[config.mk]
export PLATFORM = sky130hd
export DESIGN_NAME = axi_slv_wr_engine
export DESIGN_NICKNAME = d
export VERILOG_FILES = /design/src/rtl/axi_slv_pkg.sv /design/src/rtl/axi_burst_addr_gen.sv /design/src/rtl/axi_slv_wr_engine.sv
export SDC_FILE = /design/constraint.sdc
export NUM_CORES = 1
export LEC_CHECK = 0
export ABC_AREA = 0
export CORE_MARGIN = 4
export CORE_UTILIZATION = 35
export DETAILED_ROUTE_END_ITERATION = 10
export PLACE_DENSITY = 0.61
export SLEW_MARGIN = 20
export SYNTH_ARGS = -nofsm -noshare
export SYNTH_HDL_FRONTEND = slang
export SYNTH_SLANG_ARGS = --single-unit
[constraint.sdc]
create_clock -name clk -period 8 [get_ports clk]
set_input_delay 0.8 -clock clk [delete_from_list [all_inputs] [get_ports clk]]
set_output_delay 0.8 -clock clk [all_outputs]
set_load 0.1 [all_outputs]
[src/rtl/axi_slv_pkg.sv]
// Shared types and constants for the AXI slave write path.
// Burst encodings, response codes and write-engine FSM states.
package axi_slv_pkg;

    typedef enum logic [1:0] {
        BURST_FIXED = 2'b00,
        BURST_INCR  = 2'b01,
        BURST_WRAP  = 2'b10,
        BURST_RSVD  = 2'b11
    } burst_e;

    typedef enum logic [1:0] {
        OKAY   = 2'b00,
        EXOKAY = 2'b01,
        SLVERR = 2'b10,
        DECERR = 2'b11
    } resp_e;

    typedef enum logic [1:0] {
        ST_IDLE = 2'b00,
        ST_DATA = 2'b01,
        ST_RESP = 2'b10
    } wr_state_e;

    localparam logic [1:0] RESP_OKAY   = 2'b00;
    localparam logic [1:0] RESP_SLVERR = 2'b10;

endpackage : axi_slv_pkg

[src/rtl/axi_burst_addr_gen.sv]
// Combinational AXI next-beat address generator (FIXED / INCR / WRAP).
// Reserved bursts step like INCR. Also flags a WRAP whose length is not
// 2, 4, 8 or 16 beats. Shared between the write engine and a future read engine.
module axi_burst_addr_gen
    import axi_slv_pkg::*;
#(
    parameter int ADDR_WIDTH = 32
) (
    input  logic [ADDR_WIDTH-1:0] i_addr,
    input  logic [2:0]            i_size,
    input  logic [3:0]            i_len,
    input  burst_e                i_burst,
    output logic [ADDR_WIDTH-1:0] o_next_addr,
    output logic                  o_illegal_wrap
);

    localparam logic [ADDR_WIDTH-1:0] ONE = {{(ADDR_WIDTH-1){1'b0}}, 1'b1};

    logic [ADDR_WIDTH-1:0] w_incr;
    logic [ADDR_WIDTH-1:0] w_block;
    logic [ADDR_WIDTH-1:0] w_base;
    logic [ADDR_WIDTH-1:0] w_incr_next;
    logic [ADDR_WIDTH-1:0] w_wrap_next;

    // Bytes per beat, wrap block size and the aligned wrap base.
    assign w_incr      = ONE << i_size;
    assign w_block     = ({{(ADDR_WIDTH-4){1'b0}}, i_len} + ONE) * w_incr;
    assign w_base      = i_addr & ~(w_block - ONE);
    assign w_incr_next = (i_addr & ~(w_incr - ONE)) + w_incr;
    assign w_wrap_next = w_base | ((i_addr + w_incr) & (w_block - ONE));

    // Select the next beat address by burst type.
    always_comb begin
        o_next_addr = i_addr;
        case (i_burst)
            BURST_FIXED: o_next_addr = i_addr;
            BURST_INCR:  o_next_addr = w_incr_next;
            BURST_WRAP:  o_next_addr = w_wrap_next;
            BURST_RSVD:  o_next_addr = w_incr_next;
            default:     o_next_addr = i_addr;
        endcase
    end

    // WRAP is only legal for 2, 4, 8 or 16 beats.
    always_comb begin
        o_illegal_wrap = 1'b0;
        if (i_burst == BURST_WRAP) begin
            o_illegal_wrap = !((i_len == 4'd1) || (i_len == 4'd3) ||
                               (i_len == 4'd7) || (i_len == 4'd15));
        end else begin
            o_illegal_wrap = 1'b0;
        end
    end

endmodule : axi_burst_addr_gen

[src/rtl/axi_slv_wr_engine.sv]
// AXI slave write-channel engine: one outstanding burst, AW -> W beats ->
// B response, beats written to a simple synchronous memory port.
// Optional macro AXI_SLV_WR_PROTO_CHK_EN adds WLAST/WID checking and the
// proto_err pulse output.
module axi_slv_wr_engine
    import axi_slv_pkg::*;
#(
    parameter int ADDR_WIDTH = 32,
    parameter int DATA_WIDTH = 32,
    parameter int ID_WIDTH   = 4,
    parameter logic [ADDR_WIDTH-1:0] ADDR_LIMIT = 32'h0000_1000
) (
    input  logic                    clk,
    input  logic                    rst,
    input  logic [ID_WIDTH-1:0]     AWID,
    input  logic [ADDR_WIDTH-1:0]   AWADDR,
    input  logic [3:0]              AWLEN,
    input  logic [2:0]              AWSIZE,
    input  logic [1:0]              AWBURST,
    input  logic                    AWVALID,
    output logic                    AWREADY,
    input  logic [ID_WIDTH-1:0]     WID,
    input  logic [DATA_WIDTH-1:0]   WDATA,
    input  logic [DATA_WIDTH/8-1:0] WSTRB,
    input  logic                    WLAST,
    input  logic                    WVALID,
    output logic                    WREADY,
    output logic [ID_WIDTH-1:0]     BID,
    output logic [1:0]              BRESP,
    output logic                    BVALID,
    input  logic                    BREADY,
    output logic                    mem_we,
    output logic [ADDR_WIDTH-1:0]   mem_addr,
    output logic [DATA_WIDTH-1:0]   mem_wdata,
`ifdef AXI_SLV_WR_PROTO_CHK_EN
    output logic                    proto_err,
`endif
    output logic [DATA_WIDTH/8-1:0] mem_wstrb
);

    localparam logic [2:0] SIZE_MAX = 3'($clog2(DATA_WIDTH/8));

    wr_state_e               r_state;
    wr_state_e               w_state_nxt;
    logic [ID_WIDTH-1:0]     r_id;
    logic [ADDR_WIDTH-1:0]   r_addr;
    logic [3:0]              r_len;
    logic [2:0]              r_size;
    burst_e                  r_burst;
    logic [3:0]              r_cnt;
    logic                    r_err;

    logic                    w_aw_hs;
    logic                    w_w_hs;
    logic                    w_b_hs;
    logic                    w_last_beat;
    logic                    w_addr_oor;
    logic                    w_dec_err;
    logic                    w_illegal_wrap;
    logic                    w_proto_bad;
    logic                    w_beat_err;
    logic [ADDR_WIDTH-1:0]   w_next_addr;

    axi_burst_addr_gen #(
        .ADDR_WIDTH (ADDR_WIDTH)
    ) u_addr_gen (
        .i_addr         (r_addr),
        .i_size         (r_size),
        .i_len          (r_len),
        .i_burst        (r_burst),
        .o_next_addr    (w_next_addr),
        .o_illegal_wrap (w_illegal_wrap)
    );

    assign w_aw_hs     = (r_state == ST_IDLE) && AWVALID && AWREADY;
    assign w_w_hs      = (r_state == ST_DATA) && WVALID && WREADY;
    assign w_b_hs      = (r_state == ST_RESP) && BVALID && BREADY;
    assign w_last_beat = (r_cnt == r_len);
    assign w_addr_oor  = (r_addr >= ADDR_LIMIT);
    // Decode errors depend only on the latched AW fields, so they are
    // re-evaluated on every beat and folded into the sticky flag.
    assign w_dec_err   = (r_burst == BURST_RSVD) || w_illegal_wrap || (r_size > SIZE_MAX);

`ifdef AXI_SLV_WR_PROTO_CHK_EN
    assign w_proto_bad = w_w_hs && ((WLAST != w_last_beat) || (WID != r_id));
`else
    // WLAST and WID carry no meaning when protocol checking is compiled out.
    logic w_unused_proto;
    assign w_unused_proto = ^{WID, WLAST};
    assign w_proto_bad    = 1'b0;
`endif

    assign w_beat_err = w_addr_oor || w_dec_err || w_proto_bad;

    // Next-state logic: burst count alone ends the DATA phase.
    always_comb begin
        w_state_nxt = r_state;
        case (r_state)
            ST_IDLE: begin
                if (w_aw_hs) begin
                    w_state_nxt = ST_DATA;
                end else begin
                    w_state_nxt = ST_IDLE;
                end
            end
            ST_DATA: begin
                if (w_w_hs && w_last_beat) begin
                    w_state_nxt = ST_RESP;
                end else begin
                    w_state_nxt = ST_DATA;
                end
            end
            ST_RESP: begin
                if (w_b_hs) begin
                    w_state_nxt = ST_IDLE;
                end else begin
                    w_state_nxt = ST_RESP;
                end
            end
            default: w_state_nxt = ST_IDLE;
        endcase
    end

    // State register.
    always_ff @(posedge clk or posedge rst) begin
        if (rst) begin
            r_state <= ST_IDLE;
        end else begin
            r_state <= w_state_nxt;
        end
    end

    // Burst context: latched AW fields, beat address/counter, sticky error.
    always_ff @(posedge clk or posedge rst) begin
        if (rst) begin
            r_id    <= '0;
            r_addr  <= '0;
            r_len   <= 4'd0;
            r_size  <= 3'd0;
            r_burst <= BURST_FIXED;
            r_cnt   <= 4'd0;
            r_err   <= 1'b0;
        end else if (w_aw_hs) begin
            r_id    <= AWID;
            r_addr  <= AWADDR;
            r_len   <= AWLEN;
            r_size  <= AWSIZE;
            r_burst <= burst_e'(AWBURST);
            r_cnt   <= 4'd0;
            r_err   <= 1'b0;
        end else if (w_w_hs) begin
            r_addr  <= w_next_addr;
            r_cnt   <= r_cnt + 4'd1;
            r_err   <= r_err || w_beat_err;
        end
    end

    // Registered handshake readies follow the upcoming state.
    always_ff @(posedge clk or posedge rst) begin
        if (rst) begin
            AWREADY <= 1'b0;
            WREADY  <= 1'b0;
        end else begin
            AWREADY <= (w_state_nxt == ST_IDLE);
            WREADY  <= (w_state_nxt == ST_DATA);
        end
    end

    // Memory write port: one pulse per accepted beat, out-of-range beats masked.
    always_ff @(posedge clk or posedge rst) begin
        if (rst) begin
            mem_we    <= 1'b0;
            mem_addr  <= '0;
            mem_wdata <= '0;
            mem_wstrb <= '0;
        end else begin
            mem_we <= w_w_hs && !w_addr_oor;
            if (w_w_hs) begin
                mem_addr  <= r_addr;
                mem_wdata <= WDATA;
                mem_wstrb <= WSTRB;
            end
        end
    end

    // Write response: raised after the final beat, dropped on BREADY.
    always_ff @(posedge clk or posedge rst) begin
        if (rst) begin
            BVALID <= 1'b0;
            BID    <= '0;
            BRESP  <= RESP_OKAY;
        end else if (w_w_hs && w_last_beat) begin
            BVALID <= 1'b1;
            BID    <= r_id;
            BRESP  <= (r_err || w_beat_err) ? RESP_SLVERR : RESP_OKAY;
        end else if (w_b_hs) begin
            BVALID <= 1'b0;
        end
    end

`ifdef AXI_SLV_WR_PROTO_CHK_EN
    // One-cycle protocol violation pulse aligned with the beat's write.
    always_ff @(posedge clk or posedge rst) begin
        if (rst) begin
            proto_err <= 1'b0;
        end else begin
            proto_err <= w_proto_bad;
        end
    end
`endif

endmodule : axi_slv_wr_engine

==> results.sh <==
export IMPL_cts_resized=0
export IMPL_final_nets=1433
export IMPL_maxCapViolCount=0
export IMPL_finalHoldViolCount=0
export IMPL_crit_chain="nand2_1, nor2_1, nand2_1, ha_1, inv_1, fa_1, inv_1, fa_1, inv_1, ha_1, a211o_1, a31oi_1, o21ai_0, or2_2, a21oi_1, a311oi_1, a311oi_1"
export IMPL_cts_tree="built"
export IMPL_synth_nets=1309
export IMPL_clock_latency_ns=0.43
export IMPL_core_rowCount=59
export IMPL_fmax_ghz=0.171
export IMPL_grtUsageTotal=0.197
export IMPL_hpwlAfterDp_microns=20900
export IMPL_die_height_microns=171
export IMPL_vias_per_cell=5.43
export IMPL_firstDrtPassIters=5
export IMPL_slowest_stage="dfrtp_1"
export IMPL_synth_seq_area_share=0.348
export IMPL_final_antenna_net_count=0
export IMPL_htree_levels=4
export IMPL_timing_hold_ws_ns=0.466
export IMPL_synth_warnings=0
export IMPL_grt_ovfl_total=0
export IMPL_grt_pass1_vias=8803
export IMPL_drv_slew=0
export IMPL_clockBufferDepth=2
export IMPL_cts_sinks=129
export IMPL_outcome="finished, final reports clean"
export IMPL_cp_end_kind="flip-flop"
export IMPL_finish_utilization=0.450
export IMPL_fillers=2562
export IMPL_cp_arrival_ns=6.17
export IMPL_syn_inst=1151
export IMPL_drt_iter0_drc=702
export IMPL_postCtsSetupBuffers=0
export IMPL_initial_core_util=0.356
export IMPL_maxSlewHeadroom=0.311
export IMPL_min_from="r_id[2]"
export IMPL_postCtsHoldBufs=0
export IMPL_worstPathMaxFanout=25
export IMPL_r2r_start="r_size[2]"
export IMPL_tns_ns=0
export IMPL_ys_seq_elements=129
export IMPL_totalWireLength_microns=28800
export IMPL_ys_flop_type="dfrtp_1"
export IMPL_vias=8816
export IMPL_grt_max_degree=70
export IMPL_n_antenna_cell=0
export IMPL_rsz0062_at_grt="false"
export IMPL_die_w_microns=171
export IMPL_drcViolationCount=0
export IMPL_syn_avg_cell_area_sq_um=8.06
export IMPL_cp_top_family="compound AO/OA/AOI/OAI gates"
export IMPL_cpMostUsedCell="inv_1"
export IMPL_min_path_cells=2
export IMPL_required_ns=8.33
export IMPL_gp_congestion=0.890
export IMPL_worst_setup_path_start_kind="flip-flop"
export IMPL_core_area_sq_mm=0.0261
export IMPL_layout_drive_gt1_share=0.0637
export IMPL_cts_root_buf="clkbuf_16"
export IMPL_io_pins=169
export IMPL_grt_pass1_wl_microns=46100
export IMPL_r2r_cells=17
export IMPL_path_class="flip-flop to flip-flop"
export IMPL_async_flop_share=1.00
export IMPL_clk_pin_slew_ns=0.07
export IMPL_syn2layout_area_growth_pct=26.5
export IMPL_period_share=0.730
export IMPL_critPathBufInv=3
export IMPL_cts_buffers=17
export IMPL_synth_cell_area_sq_mm=0.00927
export IMPL_finalSetupViolCount=0
export IMPL_max_slew_worst_pin_slew_ns=1.03
export IMPL_yosys_cell_types_count=87
export IMPL_period_needed_ns=5.84
export IMPL_reg2reg_slack_ns=2.16
export IMPL_die_area_sq_mm=0.0292
export IMPL_synth_edf_count=0
export IMPL_wire_per_inst_microns=17.7
export IMPL_clock_skew_ns=0.0105
export IMPL_port_buffers=162
export IMPL_min_to="r_id[2]"
export IMPL_slowest_delay_ns=0.91
export IMPL_hp_class="flip-flop to flip-flop"
export IMPL_antenna_found_initial=0
## cells in the final DEF, fill, tap and decap left out, types with 4 or more instances in the layout
master and n:
o21bai_1 5, nor2b_1 7, o211ai_1 14, a21oi_1 38
xnor2_1 30, or2_2 8, a211oi_1 20, o22ai_1 10
o31ai_1 11, clkbuf_16 17, dfrtp_1 129, nor2_1 78
o21ai_1 5, nor3_1 25, nand4_1 11, mux2_2 7
a21o_1 9, nor4_1 17, nand3_1 24, fa_1 22
mux2i_1 4, and2_1 7, xor2_1 8, buf_4 11
inv_8 5, o21a_1 5, o21ai_0 58, clkdlybuf4s50_1 162
nand2b_1 10, nand2_1 282, a21boi_0 4, inv_1 76
a31oi_1 16, ha_1 45, inv_6 5, and3_1 16
## cell usage after synthesis (9+ instances only)
| library cell | number | area, sq um |
|---|---|---|
| fa_1 | 22 | 440 |
| o22ai_1 | 10 | 62.6 |
| nand4_1 | 11 | 68.8 |
| and3_1 | 16 | 100 |
| nand3_1 | 24 | 120 |
| clkbuf_1 | 45 | 169 |
| nand2_1 | 282 | 1060 |
| a21oi_1 | 38 | 190 |
| nor3_1 | 25 | 125 |
| a211oi_1 | 20 | 150 |
| o21ai_0 | 58 | 290 |
| nor4_1 | 17 | 106 |
| inv_1 | 77 | 289 |
| ha_1 | 45 | 563 |
| xnor2_1 | 30 | 263 |
| o211ai_1 | 14 | 105 |
| dfrtp_1 | 129 | 3230 |
| a31oi_1 | 16 | 100 |
| nor2_1 | 78 | 293 |
| nand2b_1 | 10 | 62.6 |
| a21o_1 | 9 | 67.6 |
| o31ai_1 | 11 | 82.6 |
## per-stage QoR
stage | setup slack (ns) | std cells | instance area [sq um]
6_report | 2.16 | 1623 | 11700
5_1_grt | 1.76 | 1623 | 11700
4_1_cts | 2.15 | 1623 | 11700
3_5_place_dp | 2.24 | 1591 | 11100
3_3_place_gp | 2.24 | 1591 | 11100
2_1_floorplan | 3.13 | 1151 | 9270
## cell type report
| class | instances | area (sq um) | area share |
|---|---|---|---|
| Multi-Input combinational cell | 874 | 5480 | 0.467 |
| Sequential cell | 129 | 3230 | 0.275 |
| Timing Repair Buffer | 173 | 1700 | 0.145 |
| Clock buffer | 17 | 425 | 0.0363 |
| Tap cell | 335 | 419 | 0.0357 |
| Inverter | 80 | 307 | 0.0261 |
| Clock inverter | 15 | 169 | 0.0144 |
## worst register-to-register path, stage by stage (launching register included)
cell and delay [ns]:
dfrtp_1 0.91, nand2_1 0.47, nor2_1 0.45, nand2_1 0.10, ha_1 0.30, inv_1 0.05
fa_1 0.54, inv_1 0.06, fa_1 0.52, inv_1 0.04, ha_1 0.21, a211o_1 0.33
a31oi_1 0.26, o21ai_0 0.16, or2_2 0.35, a21oi_1 0.57, a311oi_1 0.19, a311oi_1 0.25
## cell families after synthesis
family,count (synthesis),share of synthesized area
XOR/XNOR,38,0.0359
adder cells (fa/ha/maj),68,0.109
buffers and inverters,148,0.0636
multiplexers,11,0.0128
flip-flops,129,0.348
other,1,0.000404
AND/OR/NAND/NOR,512,0.252
AO/OA/AOI/OAI,244,0.177
## metal layers
metal / global-route usage / part of all wire
met1: 0.256 / 0.43
met5: 0 / 0
met2: 0.332 / 0.49
met3: 0.0330 / 0.055
met4: 0.0670 / 0.028
## worst max path at each step
stage,startpoint,endpoint,slack (ns),cells after the start
floorplan,r_size[0],flip-flop,3.13,21
global placement,r_size[2],flip-flop,2.24,17
detailed placement,r_len[0],flip-flop,2.24,16
CTS,r_len[0],flip-flop,2.15,16
global route,r_size[2],flip-flop,1.76,17
finish,r_size[2],flip-flop,2.16,17
Power is left out: the tool's default activity adds up to more than one toggle a clock period on the data nets, which glitch-free logic cannot reach.
